===== src/rtl/stopwatch_ctrl_if.sv =====
// ---------------------------------------------------------------------------
// stopwatch_ctrl_if
// Bundles the front-panel side (1 kHz tick, raw buttons) and the datapath side
// (counter enable/clear, lap latch, display select, debug state) of the
// stopwatch control block.
//
// Signals:
//   tick_1khz  one-clk pulse at 1 kHz from the clock divider
//   btn_ss     raw start/stop button, active-high, asynchronous
//   btn_lap    raw lap button, active-high, asynchronous
//   btn_clr    raw clear button, active-high, asynchronous
//   count_en   enable to the BCD counter
//   clr_cnt    one-clk pulse clearing the BCD counter
//   latch_lap  one-clk pulse loading the lap register
//   disp_sel   0 = live count, 1 = lap register
//   state      current FSM state (debug LEDs)
//
// Modports:
//   master  the controller: consumes tick/buttons, drives the control outputs
//   slave   the surrounding board/datapath: drives tick/buttons, consumes outputs
// ---------------------------------------------------------------------------
interface stopwatch_ctrl_if;
    logic       tick_1khz;
    logic       btn_ss;
    logic       btn_lap;
    logic       btn_clr;
    logic       count_en;
    logic       clr_cnt;
    logic       latch_lap;
    logic       disp_sel;
    logic [1:0] state;

    modport master (
        input  tick_1khz,
        input  btn_ss,
        input  btn_lap,
        input  btn_clr,
        output count_en,
        output clr_cnt,
        output latch_lap,
        output disp_sel,
        output state
    );

    modport slave (
        output tick_1khz,
        output btn_ss,
        output btn_lap,
        output btn_clr,
        input  count_en,
        input  clr_cnt,
        input  latch_lap,
        input  disp_sel,
        input  state
    );
endinterface


===== src/rtl/stopwatch_ctrl.sv =====
// ---------------------------------------------------------------------------
// stopwatch_ctrl
// Control FSM for the 8-digit stopwatch. Synchronises and debounces the three
// front-panel buttons against the 1 kHz tick, turns accepted presses into
// one-clk press pulses, and sequences the counter enable/clear and the lap
// latch / display freeze.
//
// Ports:
//   clk   system clock (50 MHz), the only clock
//   rst   synchronous active-low reset
//   bus   stopwatch_ctrl_if.master: tick_1khz, btn_ss, btn_lap, btn_clr in;
//         count_en, clr_cnt, latch_lap, disp_sel, state[1:0] out
//
// Parameter:
//   DEB_TICKS  ticks a raw level must hold before acceptance (1..255)
// ---------------------------------------------------------------------------
module stopwatch_ctrl #(
    parameter int DEB_TICKS = 20
) (
    input  logic             clk,
    input  logic             rst,
    stopwatch_ctrl_if.master bus
);

    localparam logic [7:0] DEB_LIMIT = 8'(DEB_TICKS);
    localparam int         BTN_SS    = 0;
    localparam int         BTN_LAP   = 1;
    localparam int         BTN_CLR   = 2;

    typedef enum logic [1:0] {
        IDLE  = 2'b00,
        RUN   = 2'b01,
        PAUSE = 2'b10,
        LAP   = 2'b11
    } state_t;

    logic [2:0] raw_btn;
    logic [2:0] press_vec;

    assign raw_btn = {bus.btn_clr, bus.btn_lap, bus.btn_ss};

    // -----------------------------------------------------------------------
    // Per-button synchroniser, debouncer and rising-edge press pulse
    // -----------------------------------------------------------------------
    generate
        for (genvar gi = 0; gi < 3; gi++) begin : g_deb
            logic       sync1_q, sync1_d;
            logic       sync2_q, sync2_d;
            logic       stable_q, stable_d;
            logic       stable_dly_q, stable_dly_d;
            logic       press_q, press_d;
            logic [7:0] cnt_q, cnt_d;

            always_comb begin
                sync1_d      = raw_btn[gi];
                sync2_d      = sync1_q;
                stable_d     = stable_q;
                cnt_d        = cnt_q;
                stable_dly_d = stable_q;
                // Edge detect on the registered stable level, so the pulse
                // lands the cycle after stable rises; releases give nothing.
                press_d      = stable_q & ~stable_dly_q;

                if (sync2_q == stable_q) begin
                    // Level agrees with the accepted one: any bounce is over.
                    cnt_d = '0;
                end else if (bus.tick_1khz) begin
                    if (cnt_q + 8'd1 == DEB_LIMIT) begin
                        stable_d = sync2_q;
                        cnt_d    = '0;
                    end else begin
                        cnt_d = cnt_q + 8'd1;
                    end
                end
            end

            always_ff @(posedge clk) begin
                if (!rst) begin
                    sync1_q      <= 1'b0;
                    sync2_q      <= 1'b0;
                    stable_q     <= 1'b0;
                    stable_dly_q <= 1'b0;
                    press_q      <= 1'b0;
                    cnt_q        <= '0;
                end else begin
                    sync1_q      <= sync1_d;
                    sync2_q      <= sync2_d;
                    stable_q     <= stable_d;
                    stable_dly_q <= stable_dly_d;
                    press_q      <= press_d;
                    cnt_q        <= cnt_d;
                end
            end

            assign press_vec[gi] = press_q;
        end
    endgenerate

    // -----------------------------------------------------------------------
    // Control FSM
    // -----------------------------------------------------------------------
    state_t state_q, state_d;
    logic   clr_cnt_q, clr_cnt_d;
    logic   latch_lap_q, latch_lap_d;

    always_ff @(posedge clk) begin
        if (!rst) begin
            state_q     <= IDLE;
            clr_cnt_q   <= 1'b0;
            latch_lap_q <= 1'b0;
        end else begin
            state_q     <= state_d;
            clr_cnt_q   <= clr_cnt_d;
            latch_lap_q <= latch_lap_d;
        end
    end

    // Each state only looks at the presses it honours, in clr > ss > lap
    // order, so a higher-priority press that is meaningless in this state
    // never masks a lower-priority one that is meaningful.
    always_comb begin
        state_d     = state_q;
        clr_cnt_d   = 1'b0;
        latch_lap_d = 1'b0;

        case (state_q)
            IDLE: begin
                if (press_vec[BTN_CLR]) begin
                    clr_cnt_d = 1'b1;
                end else if (press_vec[BTN_SS]) begin
                    state_d = RUN;
                end
            end
            RUN: begin
                if (press_vec[BTN_SS]) begin
                    state_d = PAUSE;
                end else if (press_vec[BTN_LAP]) begin
                    state_d     = LAP;
                    latch_lap_d = 1'b1;
                end
            end
            LAP: begin
                if (press_vec[BTN_SS]) begin
                    state_d = PAUSE;
                end else if (press_vec[BTN_LAP]) begin
                    state_d = RUN;
                end
            end
            PAUSE: begin
                if (press_vec[BTN_CLR]) begin
                    state_d   = IDLE;
                    clr_cnt_d = 1'b1;
                end else if (press_vec[BTN_SS]) begin
                    state_d = RUN;
                end
            end
            default: state_d = IDLE;
        endcase
    end

    // Moore outputs decode only the state register.
    assign bus.state     = state_q;
    assign bus.count_en  = (state_q == RUN) || (state_q == LAP);
    assign bus.disp_sel  = (state_q == LAP);
    assign bus.clr_cnt   = clr_cnt_q;
    assign bus.latch_lap = latch_lap_q;

endmodule


===== src/flat_wrapper.sv =====
// flat-port wrapper written by rule: the top's interface ports become plain ports
module stopwatch_ctrl_flat 
#(
    parameter int DEB_TICKS = 20
)
  (clk, rst, bus_tick_1khz, bus_btn_ss, bus_btn_lap, bus_btn_clr, bus_count_en, bus_clr_cnt, bus_latch_lap, bus_disp_sel, bus_state);
  stopwatch_ctrl_if bus_i ();
  input  logic clk;
  input  logic rst;
  input wire logic [$bits(bus_i.tick_1khz)-1:0] bus_tick_1khz;
  input wire logic [$bits(bus_i.btn_ss)-1:0] bus_btn_ss;
  input wire logic [$bits(bus_i.btn_lap)-1:0] bus_btn_lap;
  input wire logic [$bits(bus_i.btn_clr)-1:0] bus_btn_clr;
  output wire logic [$bits(bus_i.count_en)-1:0] bus_count_en;
  output wire logic [$bits(bus_i.clr_cnt)-1:0] bus_clr_cnt;
  output wire logic [$bits(bus_i.latch_lap)-1:0] bus_latch_lap;
  output wire logic [$bits(bus_i.disp_sel)-1:0] bus_disp_sel;
  output wire logic [$bits(bus_i.state)-1:0] bus_state;
  assign bus_i.tick_1khz = bus_tick_1khz;
  assign bus_i.btn_ss = bus_btn_ss;
  assign bus_i.btn_lap = bus_btn_lap;
  assign bus_i.btn_clr = bus_btn_clr;
  assign bus_count_en = bus_i.count_en;
  assign bus_clr_cnt = bus_i.clr_cnt;
  assign bus_latch_lap = bus_i.latch_lap;
  assign bus_disp_sel = bus_i.disp_sel;
  assign bus_state = bus_i.state;
  stopwatch_ctrl #(.DEB_TICKS(DEB_TICKS)) u_core (.clk(clk), .rst(rst), .bus(bus_i));
endmodule

===== config.mk =====
export PLATFORM = sky130hd
export DESIGN_NAME = stopwatch_ctrl_flat
export DESIGN_NICKNAME = d
export VERILOG_FILES = /design/src/rtl/stopwatch_ctrl_if.sv /design/src/rtl/stopwatch_ctrl.sv /design/src/flat_wrapper.sv
export SDC_FILE = /design/constraint.sdc
export NUM_CORES = 1
export LEC_CHECK = 0
export ABC_AREA = 1
export CORE_MARGIN = 10
export CORE_UTILIZATION = 55
export DETAILED_ROUTE_END_ITERATION = 10
export PLACE_DENSITY = 0.74
export SYNTH_ARGS = -nofsm -noshare
export SYNTH_HDL_FRONTEND = slang
export SYNTH_SLANG_ARGS = --single-unit

===== constraint.sdc =====
create_clock -name clk -period 1.71 [get_ports clk]
set_clock_uncertainty 0.1 [all_clocks]
set_input_delay 0.342 -clock clk [delete_from_list [all_inputs] [get_ports clk]]
set_output_delay 0.342 -clock clk [all_outputs]
set_load 0.1 [all_outputs]

==> results of run 1 <==
## metrics by stage
stage / cell area [µm²] / cells / setup slack (ns) / power, W
after CTS: 2630 / 411 / 0.0834 / 0.00177
final: 2650 / 411 / 0.188 / 0.00174
after global routing: 2650 / 411 / 0.0120 / 0.00182
after floorplan: 2240 / 337 / 0.0449 / 0.00109
after detailed placement: 2540 / 403 / -0.0889 / 0.00113
after global placement: 2540 / 403 / -0.0549 / 0.00113
## cells in the mapped netlist
cell      instances
nand2_1          83
inv_1            58
dfxtp_1          43
nor2_1           35
a21oi_1          27
o21ai_1          15
nand3_1          14
nand4_1           9
nand3_2           7
ha_1              6
inv_2             5
nand2_2           5
nor2_2            5
buf_2             4
clkbuf_1          4
o21ai_0           3
clkinv_1          2
nor2_4            2
o21bai_1          2
or2_2             2
a211oi_1          1
buf_4             1
nor3_1            1
o211ai_1          1
o41ai_1           1
xnor2_1           1
## sequential cells by signal (all words and copies together), names as in the netlist
signal and flops:
u_core.g_deb.sync1_q 3, u_core.bus.latch_lap 1, u_core.bus.clr_cnt 1, u_core.g_deb.stable_dly_q 3, u_core.g_deb.cnt_q 24, u_core.bus.state 2
u_core.g_deb.stable_dly_d 3, u_core.g_deb.press_q 3, u_core.g_deb.sync2_q 3
## cell type report
class / count / area share [%]
inverter: 65 / 9.36
timing repair buffer: 25 / 10.4
sequential: 43 / 32.8
tap: 50 / 2.36
multi-input combinational: 220 / 41.7
clock buffer: 5 / 2.60
clock inverter: 3 / 0.756
## worst max-delay path: cells and delay by family (launching register included)
| kind | cells | cell delay (ns) |
|---|---|---|
| buffers and inverters | 2 | 0.25 |
| DFF | 1 | 0.42 |
| and+or+nand+nor | 1 | 0.11 |
## final timing paths
kind,from,endpoint
setup / recovery,u_core.bus.state[0],bus_disp_sel
hold / removal,u_core.g_deb[1].stable_dly_q,u_core.g_deb[1].press_q
setup reg to reg,u_core.g_deb[2].cnt_q[0],u_core.g_deb[2].stable_dly_d
hold reg to reg,u_core.g_deb[1].stable_dly_q,u_core.g_deb[1].press_q
## kinds of logic (layout without fill, tap and decap cells)
kind of cell / Yosys count / after routing
flip-flops: 43 / 43
AO/OA/AOI/OAI: 50 / 50
AND/OR/NAND/NOR: 163 / 163
adder cells (fa/ha/maj): 6 / 6
XOR/XNOR: 1 / 1
buffers and inverters: 74 / 98
## timing repair
| item | CTS | global route |
|---|---|---|
| setup endpoints to repair | 0 | 4 |
| hold buffers | 0 | 0 |
| resized for setup | 0 | 7 |
## report_power, final
group / internal (W) / total, W / switching [W] / leakage, nW
Clock: 0.000284 / 0.000635 / 0.000351 / 0.0402
Combinational: 0.0000378 / 0.0000889 / 0.0000510 / 0.774
Sequential: 0.00101 / 0.00102 / 0.00000557 / 0.351
## routing by layer
metal | vias up | track usage [%]
li1 | 1089 | -
met1 | 876 | 14.5
met5 | - | 0
met3 | 6 | 3.61
met2 | 20 | 18.7
met4 | 0 | 5.02
==> out/qor.txt, run 1 <==
Vias in the first global route - 1729
Crit path required time - 1.27 ns
Grt total ovfl - 0
Slew Viols, Final - 0
Max Cap Viol - 0
Multi-input logic area - 1100 µm²
Period utilisation layout - 89.0%
Die area - 7020 µm²
P per Cell Area - 657 nW/µm²
CP Cell Sequence - nand2_1, clkinvlp_4, buf_12
Reg2reg setup slack - 0.19 ns
GRT Overall Usage - 11.9%
Commonest non-fill, non-tap cell in the layout - nand2_1
Status - complete, no violations
Maximum clock rate - 657 MHz
TritonCTS buffer count - 5
Worst VDD drop - 0.000680 V
Critical Path Sink Type - primary output
Relative slew slack - 78.3%
Synth warnings - 0
Most frequent cells in the layout - nand2_1, inv_1, dfxtp_1
Largest family of logic cells by synthesized area - simple AND/OR/NAND/NOR gates
N_diodes - 0
Met3 wire length - 111 µm
Fillers - 354
RSZ-0062 raised after global routing - no
Reg area - 868 µm²
Largest net degree at the start of global routing - 15
Synth cell types - 26
# Post-CTS Setup Buffers - 0
Synth area leaders - dfxtp_1, nand2_1, inv_1, a21oi_1, nor2_1
Share of the synthesized area in the top cell type - 38.5%
DP HPWL - 3010 µm
Starting density of the core - 56.3%
First-pass GRT wire length - 7150 µm
Highest Signal Layer - met4
Clk root buf - clkbuf_8
Worst r2r path cells - 10
Avg Cell Area, Syn - 6.64 µm²
Die Y - 83.8 µm
Setup violations, final - 0
Hold depth - 1
Setup TNS Final - 0 ns
Top cell type by total area after synthesis - dfxtp_1
Syn_nets - 349
I/O pin total - 12
Final ANT Viol Nets - 0
Die width - 83.8 µm
Met2 wire length - 1880 µm
Data arrival, critical path - 1.08 ns
Post-synthesis xor/xnor area fraction - 0.391%
Port buffer count - 11
CTS tree - yes
Compound-gate portion of the synthesized area - 11.8%
Via density - 4.84
Wire length per cell - 9.87 µm
Core area - 3970 µm²
Cell count after synthesis - 337
CP max-delay cell - dfxtp_2
P&R area growth vs syn - 18.3%
NumNets Final - 372
Initial antenna violation count - 0
Row Count - 23
Clock Sinks - 43
Drt total wl - 4060 µm
WL met1 - 2010 µm
Minimum clock period - 1.52 ns
Layout cells sized above 1 - 17.5%
Drt initial violations - 107
Clock Latency Late Sink - 0.29 ns
Worst Tran Pin Value - 0.321 ns
Seq cells post-synth - 43
H-tree levels - 2
Detailed-route via count - 1991
Leak - 1.17 nW
Adder-cell share of the synthesized area - 3.36%
Clock slew at reported path FFs - 0.08 ns
Post-Synth Simple-Gate Area - 33.2%
Max stage delay on crit path - 0.42 ns
Sequential area share after synthesis - 38.5%
Initial DRT Pass Iterations - 6
Clock buffer depth - 2
Fin Hold WS - 0.284 ns
Multiplexer share of the synthesized area - 0%
Startpoint Class - flip-flop
Hold Crit Class - reg2reg
RD Place Congestion - 0.793
DRC Markers - 0
CP Max Fanout - 6
Mapped cell area - 2240 µm²
Utilization after layout - 66.7%
CP Class - reg2out
Endpoints failing hold - 0
(Power assumes the default switching activity.)
==> inputs of run 2 (changes only) <==
--- a/config.mk
+++ b/config.mk
@@ -6,7 +6,7 @@
 export NUM_CORES = 1
 export LEC_CHECK = 0
 export ABC_AREA = 1
-export CORE_MARGIN = 10
+export CORE_MARGIN = 3
 export CORE_UTILIZATION = 55
 export DETAILED_ROUTE_END_ITERATION = 10
 export PLACE_DENSITY = 0.74
==> out/qor.txt, run 2 (synthesis gave the netlist of run 1 again) <==
Fillers - 334 (was 354)
Largest reg by FF count - u_core.g_deb.cnt_q (unchanged)
RD Place Congestion - 0.805 (was 0.793)
Clock slew at reported path FFs - 0.08 ns (about the same)
Die area - 4870 µm² (was 7020 µm²)
TritonCTS buffer count - 5 (unchanged)
Wire length per cell - 9.89 µm (was 9.87 µm)
Relative slew slack - 80.9% (was 78.3%)
DP HPWL - 3030 µm (was 3010 µm)
Setup violations, final - 0 (unchanged)
Pre-CTS WS - -0.0665 ns (was -0.0889 ns)
H-tree levels - 2 (unchanged)
Leak - 1.19 nW (was 1.17 nW)
NumNets Final - 373 (was 372)
P&R area growth vs syn - 20.1% (was 18.3%)
Reg2reg setup slack - 0.18 ns (was 0.19 ns)
Drt total wl - 4060 µm (about the same)
Clock buffer depth - 2 (unchanged)
Fin Hold WS - 0.289 ns (was 0.284 ns)
Clk root buf - clkbuf_8 (unchanged)
Slew Viols, Final - 0 (unchanged)
Die Y - 69.8 µm (was 83.8 µm)
Clock Sinks - 43 (unchanged)
CP Max Fanout - 5 (was 6)
Largest register FFs - 24 (unchanged)
Detailed-route via count - 1977 (was 1991)
Core area - 3800 µm² (was 3970 µm²)
DP Area - 2550 µm² (was 2540 µm²)
Initial antenna violation count - 0 (unchanged)
Grt total ovfl - 0 (unchanged)
Final non-filler cell total - 410 (was 411)
PnR worst setup slack - 0.175 ns (was 0.188 ns)
Via density - 4.82 (was 4.84)
Clock Latency Late Sink - 0.29 ns (about the same)
Drt initial violations - 105 (was 107)
Worst VDD drop - 0.000479 V (was 0.000680 V)
GRT Overall Usage - 17.7% (was 11.9%)
Row Count - 22 (was 23)
Data arrival, critical path - 1.67 ns (was 1.08 ns)
Starting density of the core - 58.9% (was 56.3%)
Hold Buf Count CTS - 0 (unchanged)
Final instance area - 2690 µm² (was 2650 µm²)
P per Cell Area - 712 nW/µm² (was 657 nW/µm²)
First-pass GRT wire length - 7200 µm (was 7150 µm)
Critical Path Sink Type - flip-flop (was primary output)
Setup TNS Final - 0 ns (unchanged)
Hold Crit Class - reg2reg (unchanged)
Minimum clock period - 1.53 ns (was 1.52 ns)
Status - complete, no violations (unchanged)
I/O pin total - 12 (unchanged)
Layout cells sized above 1 - 16.6% (was 17.5%)
Vias in the first global route - 1779 (was 1729)
Largest net degree at the start of global routing - 26 (was 15)
N_diodes - 0 (unchanged)
Max Cap Viol - 0 (unchanged)
CTS tree - yes (unchanged)
Most frequent cells in the layout - nand2_1, inv_1, dfxtp_1 (unchanged)
RSZ-0062 raised after global routing - no (unchanged)
CP Class - reg2reg (was reg2out)
Maximum clock rate - 652 MHz (was 657 MHz)
Period utilisation layout - 89.8% (was 89.0%)
Port buffer count - 11 (unchanged)
Die width - 69.8 µm (was 83.8 µm)
Final ANT Viol Nets - 0 (unchanged)
Worst Tran Pin Value - 0.286 ns (was 0.321 ns)
DRC Markers - 0 (unchanged)
Post-Place Cells - 401 (was 403)
Startpoint Class - flip-flop (unchanged)
Endpoints failing hold - 0 (unchanged)
Initial DRT Pass Iterations - 5 (was 6)
Crit path required time - 1.84 ns (was 1.27 ns)
Commonest non-fill, non-tap cell in the layout - nand2_1 (unchanged)
==> run 2: where the power goes <==
part	internal, W	switching (W)
registers	0.00101	0.00000559
clock network	0.000472	0.000333
logic	0.0000410	0.0000520
==> run 2: repair_timing <==
action / 4_1_cts / 5_1_grt
buffers inserted: 0 / 1
setup endpoints to repair: 0 / 5
gates resized for setup: 0 / 3
==> run 2: critical path, stage by stage (launching register included) <==
cell and delay, ns:
dfxtp_1 0.39, ha_4 0.18, nand2_1 0.07, o21bai_1 0.14, nand2_1 0.08, nor2_1 0.15, nand4_1 0.15, nand2_1 0.09
nand2_1 0.05, nor2_1 0.08
==> run 2: cell type report <==
type	instances	area, µm²	area share (%)
inverters	65	248	9.22
repair buffers	26	295	11.0
well taps	48	60.1	2.23
multi-input cells	220	1100	41.0
clock buffers	6	82.6	3.07
flip-flops and latches	43	865	32.2
clock inverters	2	35.0	1.30
==> run 2: final timing paths <==
kind	depth (start not counted)	start	endpoint
setup reg to reg	9	u_core.g_deb[1].cnt_q[0]	u_core.g_deb[1].stable_dly_d
hold / removal	1	u_core.g_deb[0].stable_dly_q	u_core.g_deb[0].press_q
hold reg to reg	1	u_core.g_deb[0].stable_dly_q	u_core.g_deb[0].press_q
setup / recovery	9	u_core.g_deb[1].cnt_q[0]	u_core.g_deb[1].stable_dly_d
==> run 2: per-stage QoR <==
step,util (%),total power [W]
global placement,67.1,0.00113
global route,70.8,0.00199
finish,70.8,0.00191
detailed placement,67.1,0.00113
floorplan,-,0.00109
CTS,70.2,0.00194
==> run 2: routing by layer <==
layer | vias up | wire [µm] | track usage [%]
met5 | - | 0 | 0
met4 | 0 | 58 | 7.02
met3 | 7 | 112 | 4.20
met2 | 26 | 1870 | 29.2
met1 | 848 | 2020 | 22.3
li1 | 1096 | - | -
==> inputs of run 3 (changes only) <==
--- a/config.mk
+++ b/config.mk
@@ -6,10 +6,10 @@
 export NUM_CORES = 1
 export LEC_CHECK = 0
 export ABC_AREA = 1
+export ABC_CLOCK_PERIOD_IN_PS = 1710
 export CORE_MARGIN = 3
-export CORE_UTILIZATION = 55
+export CORE_UTILIZATION = 35
 export DETAILED_ROUTE_END_ITERATION = 10
-export PLACE_DENSITY = 0.74
 export SYNTH_ARGS = -nofsm -noshare
 export SYNTH_HDL_FRONTEND = slang
 export SYNTH_SLANG_ARGS = --single-unit
==> out/qor.txt, run 3 (synthesis gave the netlist of run 1 again) <==
Initial antenna violation count - 0 (unchanged)
DP Area - 2560 µm² (was 2550 µm²)
Setup violations, final - 0 (unchanged)
Die area - 7390 µm² (was 4870 µm²)
Largest register FFs - 24 (unchanged)
P per Cell Area - 714 nW/µm² (was 712 nW/µm²)
Max Cap Viol - 0 (unchanged)
Worst VDD drop - 0.000567 V (was 0.000479 V)
Drt initial violations - 96 (was 105)
RD Place Congestion - 0.821 (was 0.805)
Hold depth - 1 (unchanged)
Die Y - 86.0 µm (was 69.8 µm)
NumNets Final - 369 (was 373)
First-pass GRT wire length - 7380 µm (was 7200 µm)
GRT Overall Usage - 12.0% (was 17.7%)
Minimum clock period - 1.55 ns (was 1.53 ns)
Multi-input logic area - 1100 µm² (about the same)
Port buffer count - 11 (unchanged)
Reg2reg setup slack - 0.16 ns (was 0.18 ns)
Leak - 1.17 nW (was 1.19 nW)
Clk root buf - clkbuf_8 (unchanged)
Largest reg by FF count - u_core.g_deb.cnt_q (unchanged)
Wire length per cell - 9.58 µm (was 9.89 µm)
Critical Path Sink Type - flip-flop (unchanged)
Status - complete, no violations (unchanged)
R2R Path Start - u_core.g_deb[1].cnt_q[0] (unchanged)
P&R area growth vs syn - 19.9% (was 20.1%)
Final ANT Viol Nets - 0 (unchanged)
Relative slew slack - 79.5% (was 80.9%)
Final non-filler cell total - 433 (was 410)
Switching fraction of total power - 22.3% (was 20.4%)
Largest net degree at the start of global routing - 26 (unchanged)
Die width - 86.0 µm (was 69.8 µm)
Data arrival, critical path - 1.63 ns (was 1.67 ns)
Startpoint Class - flip-flop (unchanged)
Clock power frac - 42.3% (was 42.0%)
Sequential Power Share - 53.1% (about the same)
Core area - 6060 µm² (was 3800 µm²)
Starting density of the core - 36.9% (was 58.9%)
Clock Latency Late Sink - 0.29 ns (about the same)
Post-Place Cells - 425 (was 401)
Reg area - 863 µm² (was 865 µm²)
Hold endpoint - u_core.g_deb[0].press_q (unchanged)
Layout cells sized above 1 - 15.9% (was 16.6%)
Via density - 4.52 (was 4.82)
Commonest non-fill, non-tap cell in the layout - nand2_1 (unchanged)
Slew Viols, Final - 0 (unchanged)
Fin Hold WS - 0.288 ns (was 0.289 ns)
Endpoints failing hold - 0 (unchanged)
Post_cts resized - 0 (unchanged)
Maximum clock rate - 646 MHz (was 652 MHz)
Combinational Power Share - 4.6% (was 4.9%)
TritonCTS buffer count - 5 (unchanged)
Row Count - 28 (was 22)
Setup TNS Final - 0 ns (unchanged)
Drt total wl - 4150 µm (was 4060 µm)
PnR worst setup slack - 0.163 ns (was 0.175 ns)
Worst Hold Launch - u_core.g_deb[0].stable_dly_q (unchanged)
RSZ-0062 raised after global routing - no (unchanged)
Hold Crit Class - reg2reg (unchanged)
NetSw - 0.000428 W (was 0.000390 W)
Initial DRT Pass Iterations - 4 (was 5)
Worst r2r path cells - 8 (was 9)
CP Max Fanout - 5 (unchanged)
Worst Tran Pin Value - 0.304 ns (was 0.286 ns)
Vias in the first global route - 1715 (was 1779)
I/O pin total - 12 (unchanged)
Clock buffer depth - 2 (unchanged)
Final instance area - 2680 µm² (was 2690 µm²)
Most frequent cells in the layout - nand2_1, inv_1, dfxtp_1 (unchanged)
DRC Markers - 0 (unchanged)
N_diodes - 0 (unchanged)
DP HPWL - 3110 µm (was 3030 µm)
Clock slew at reported path FFs - 0.09 ns (was 0.08 ns)
Pre-CTS WS - -0.0554 ns (was -0.0665 ns)
Clock Sinks - 43 (unchanged)
H-tree levels - 2 (unchanged)
Internal - 0.00149 W (was 0.00152 W)
Fillers - 622 (was 334)
Grt total ovfl - 0 (unchanged)
Crit path required time - 1.79 ns (was 1.84 ns)
CP Class - reg2reg (unchanged)
Period utilisation layout - 90.5% (was 89.8%)
Reg-to-reg endpoint - u_core.g_deb[1].cnt_q[4] (was u_core.g_deb[1].stable_dly_d)
Hold Buf Count CTS - 0 (unchanged)
CTS tree - yes (unchanged)
Detailed-route via count - 1957 (was 1977)
# Post-CTS Setup Buffers - 0 (unchanged)
-- run 3: per-stage QoR --
| stage | util, % | total power, W |
|---|---|---|
| finish | 44.3 | 0.00192 |
| global route | 44.3 | 0.00200 |
| CTS | 44.1 | 0.00196 |
| detailed placement | 42.2 | 0.00113 |
| global placement | 42.2 | 0.00113 |
| floorplan | - | 0.00109 |
-- run 3: area by class of cell --
cell class	instances	area share, %
Timing Repair Buffer	22	9.89
Sequential cell	43	32.2
Clock inverter	3	1.73
Inverter	65	9.24
Clock buffer	5	2.57
Multi-Input combinational cell	220	40.9
Tap cell	75	3.50
-- run 3: layer usage --
metal	GRT usage, %	up-vias	part of all wire (%)
met2	18.9	15	43
met1	16.5	850	53
li1	-	1087	-
met4	3.88	0	1.5
met3	2.31	5	2.3
met5	0	-	0
-- run 3: power groups by stage --
| stage | registers (W) | clock network, W | logic, W |
|---|---|---|---|
| 4_1_cts | 0.00102 | 0.000848 | 0.0000898 |
| 3_3_place_gp | 0.00104 | 0 | 0.0000890 |
| 3_5_place_dp | 0.00104 | 0 | 0.0000895 |
| 6_report | 0.00102 | 0.000811 | 0.0000884 |
| 2_1_floorplan | 0.00104 | 0 | 0.0000528 |
| 5_1_grt | 0.00102 | 0.000878 | 0.000101 |
-- run 3: critical path, cell delays in order (launching register included) --
cell	delay [ns]
dfxtp_1	0.35
ha_2	0.23
nand2_1	0.08
o21bai_1	0.15
nand2_1	0.08
nor2_1	0.14
nand3_1	0.15
nand2_1	0.09
a21oi_1	0.06
-- run 3: worst max-delay path by stage --
stage / from / end / slack (ns) / cells past startpoint
floorplan: u_core.bus.state[0] / bus_count_en / 0.04 / 1
global placement: rst / u_core.g_deb[0].cnt_q[7] / -0.04 / 7
detailed placement: rst / u_core.g_deb[0].cnt_q[6] / -0.06 / 7
CTS: u_core.g_deb[1].cnt_q[0] / u_core.g_deb[1].stable_dly_d / 0.12 / 9
global route: u_core.g_deb[0].cnt_q[0] / u_core.g_deb[0].cnt_q[4] / 0.003 / 8
finish: u_core.g_deb[1].cnt_q[0] / u_core.g_deb[1].cnt_q[4] / 0.16 / 8
==> edit: new RTL, flow settings as in run 3 <==
Put a register stage on the output `bus.count_en`. The value now appears one clock later.
--- a/src/rtl/stopwatch_ctrl.sv
+++ b/src/rtl/stopwatch_ctrl.sv
@@ -160,7 +160,9 @@
 
     // Moore outputs decode only the state register.
     assign bus.state     = state_q;
-    assign bus.count_en  = (state_q == RUN) || (state_q == LAP);
+    always_ff @(posedge clk) begin
+        bus.count_en <= (state_q == RUN) || (state_q == LAP);
+    end
     assign bus.disp_sel  = (state_q == LAP);
     assign bus.clr_cnt   = clr_cnt_q;
     assign bus.latch_lap = latch_lap_q;
Behaviour: same outputs for any inputs over 10 cycles, from zero or initial values and one cycle with rst low; that may be too few to reach the edited logic, so the function may still have changed.
==> edit against run 3 <==
  * Synthesized cell count rose by 5.6%
  * Die area grew 3.9%
  * Area after synthesis rose by 4.3%
  * Design area increased by 5.8%
  * Routed wire length rose by 9.2%
  * Sequential cell count is 1 higher
  * Total power is 4.3% higher
  * Worst setup slack better by 17 ps
==> edit: results <==
{
  "outcome": "finished clean",
  "largest_reg_flops": 24,
  "worstPathMaxFanout": 4,
  "grt_util_met3_pct": 3.01,
  "grtUsageMet2_pct": 22.1,
  "path_delay_family": "simple AND/OR/NAND/NOR gates",
  "path_clk_slew_ps": 80,
  "synthAdderAreaFrac_pct": 3.22,
  "drive_gt1_share_pct": 16.4,
  "vias": 2093,
  "max_slew_margin_pct": 81.3,
  "crit_path_max_incr_delay_ps": 320,
  "place_congestion": 0.813,
  "final_nets": 395,
  "filler_cell_count": 662,
  "synth.area.top_cells": "dfxtp_1 (38%), nand2_1 (16%), inv_1 (11%)",
  "post-route-util_pct": 44.5,
  "peakVddDrop_v": 0.000376,
  "place_hpwl_um": 3430,
  "dpl_worst_slack_ps": -96.1,
  "drt_iter0_markers": 77,
  "synth_nets": 368,
  "timing.hold.ws_ps": 284,
  "cp.arrival_ps": 1610,
  "grt_pass1_vias": 1984,
  "antenna_found_initial": 0,
  "grt.total_usage_pct": 13.3,
  "synth_cell_types": 24,
  "holdCritPathClass": "reg -> reg",
  "finalCritPeriodShare_pct": 89.5,
  "ys_seq_area_share_pct": 37.8,
  "placed_area_um2": 2700,
  "synth_common_cells": "nand2_1 (97), inv_1 (71), dfxtp_1 (44)",
  "post_drt_wl_per_cell_um": 9.82,
  "dr.pass1.iters": 4,
  "grt_max_degree": 19,
  "grt_pass1_wl_um": 8310,
  "synth_compound_area_share_pct": 11.5,
  "p_leak_nw": 1.27,
  "r2r_slack_ps": 180,
  "grt_use_met1_pct": 16.6
}
edit: changes by cell type after synthesis, sizes merged, moves of 4 or more:
cell          run 3  this run
inv              63        73
o21ai            18        22
nor2             42        35
nand2            88       102
edit: final cells by class:
type / count / area share (%)
clock buffer: 7 / 3.39
multi-input combinational: 230 / 40.5
sequential: 44 / 31.2
timing repair buffer: 29 / 10.8
inverter: 73 / 9.78
clock inverter: 1 / 1.06
tap: 77 / 3.39
edit: cell families (layout without fill, tap and decap cells):
| family | count (synthesis) | in the layout |
|---|---|---|
| compound gates | 52 | 52 |
| fa+ha+maj | 6 | 6 |
| flops | 44 | 44 |
| simple gates | 170 | 170 |
| xor+xnor | 2 | 2 |
| buf+inv | 82 | 110 |
edit: report_power, final:
part           internal (W)  switching, W   total, W  leakage (nW)
Combinational     0.0000414     0.0000532  0.0000946         0.846
Clock              0.000515      0.000348   0.000863        0.0645
Sequential          0.00103    0.00000617    0.00104         0.357
edit: metrics by stage:
stage	cells	power (W)	TNS, ps
2_1_floorplan	356	0.00111	0
3_3_place_gp	453	0.00116	-996
3_5_place_dp	453	0.00116	-1170
4_1_cts	461	0.00204	0
5_1_grt	461	0.00210	-14.8
6_report	461	0.00200	0
edit: repair_timing:
action	4_1_cts	5_1_grt
endpoints found under the setup margin	0	8
hold buffers	0	0
gates resized for setup	0	6
edit: path summary, 6_finish.rpt:
| path | depth (start not counted) | start | to |
|---|---|---|---|
| setup / recovery | 9 | u_core.g_deb[0].cnt_q[0] | u_core.g_deb[0].cnt_q[0] |
| setup reg to reg | 9 | u_core.g_deb[0].cnt_q[0] | u_core.g_deb[0].cnt_q[0] |
| hold / removal | 1 | u_core.g_deb[1].stable_dly_q | u_core.g_deb[1].press_q |
| hold reg to reg | 1 | u_core.g_deb[1].stable_dly_q | u_core.g_deb[1].press_q |
edit: layer usage:
metal  wire length, um  part of all wire, %  vias to the layer above
met4                75                  1.7                        0
met5                 0                    0                        -
met2              2120                   47                       22
met3               139                  3.1                        9
li1                  -                    -                     1152
met1              2190                   48                      910
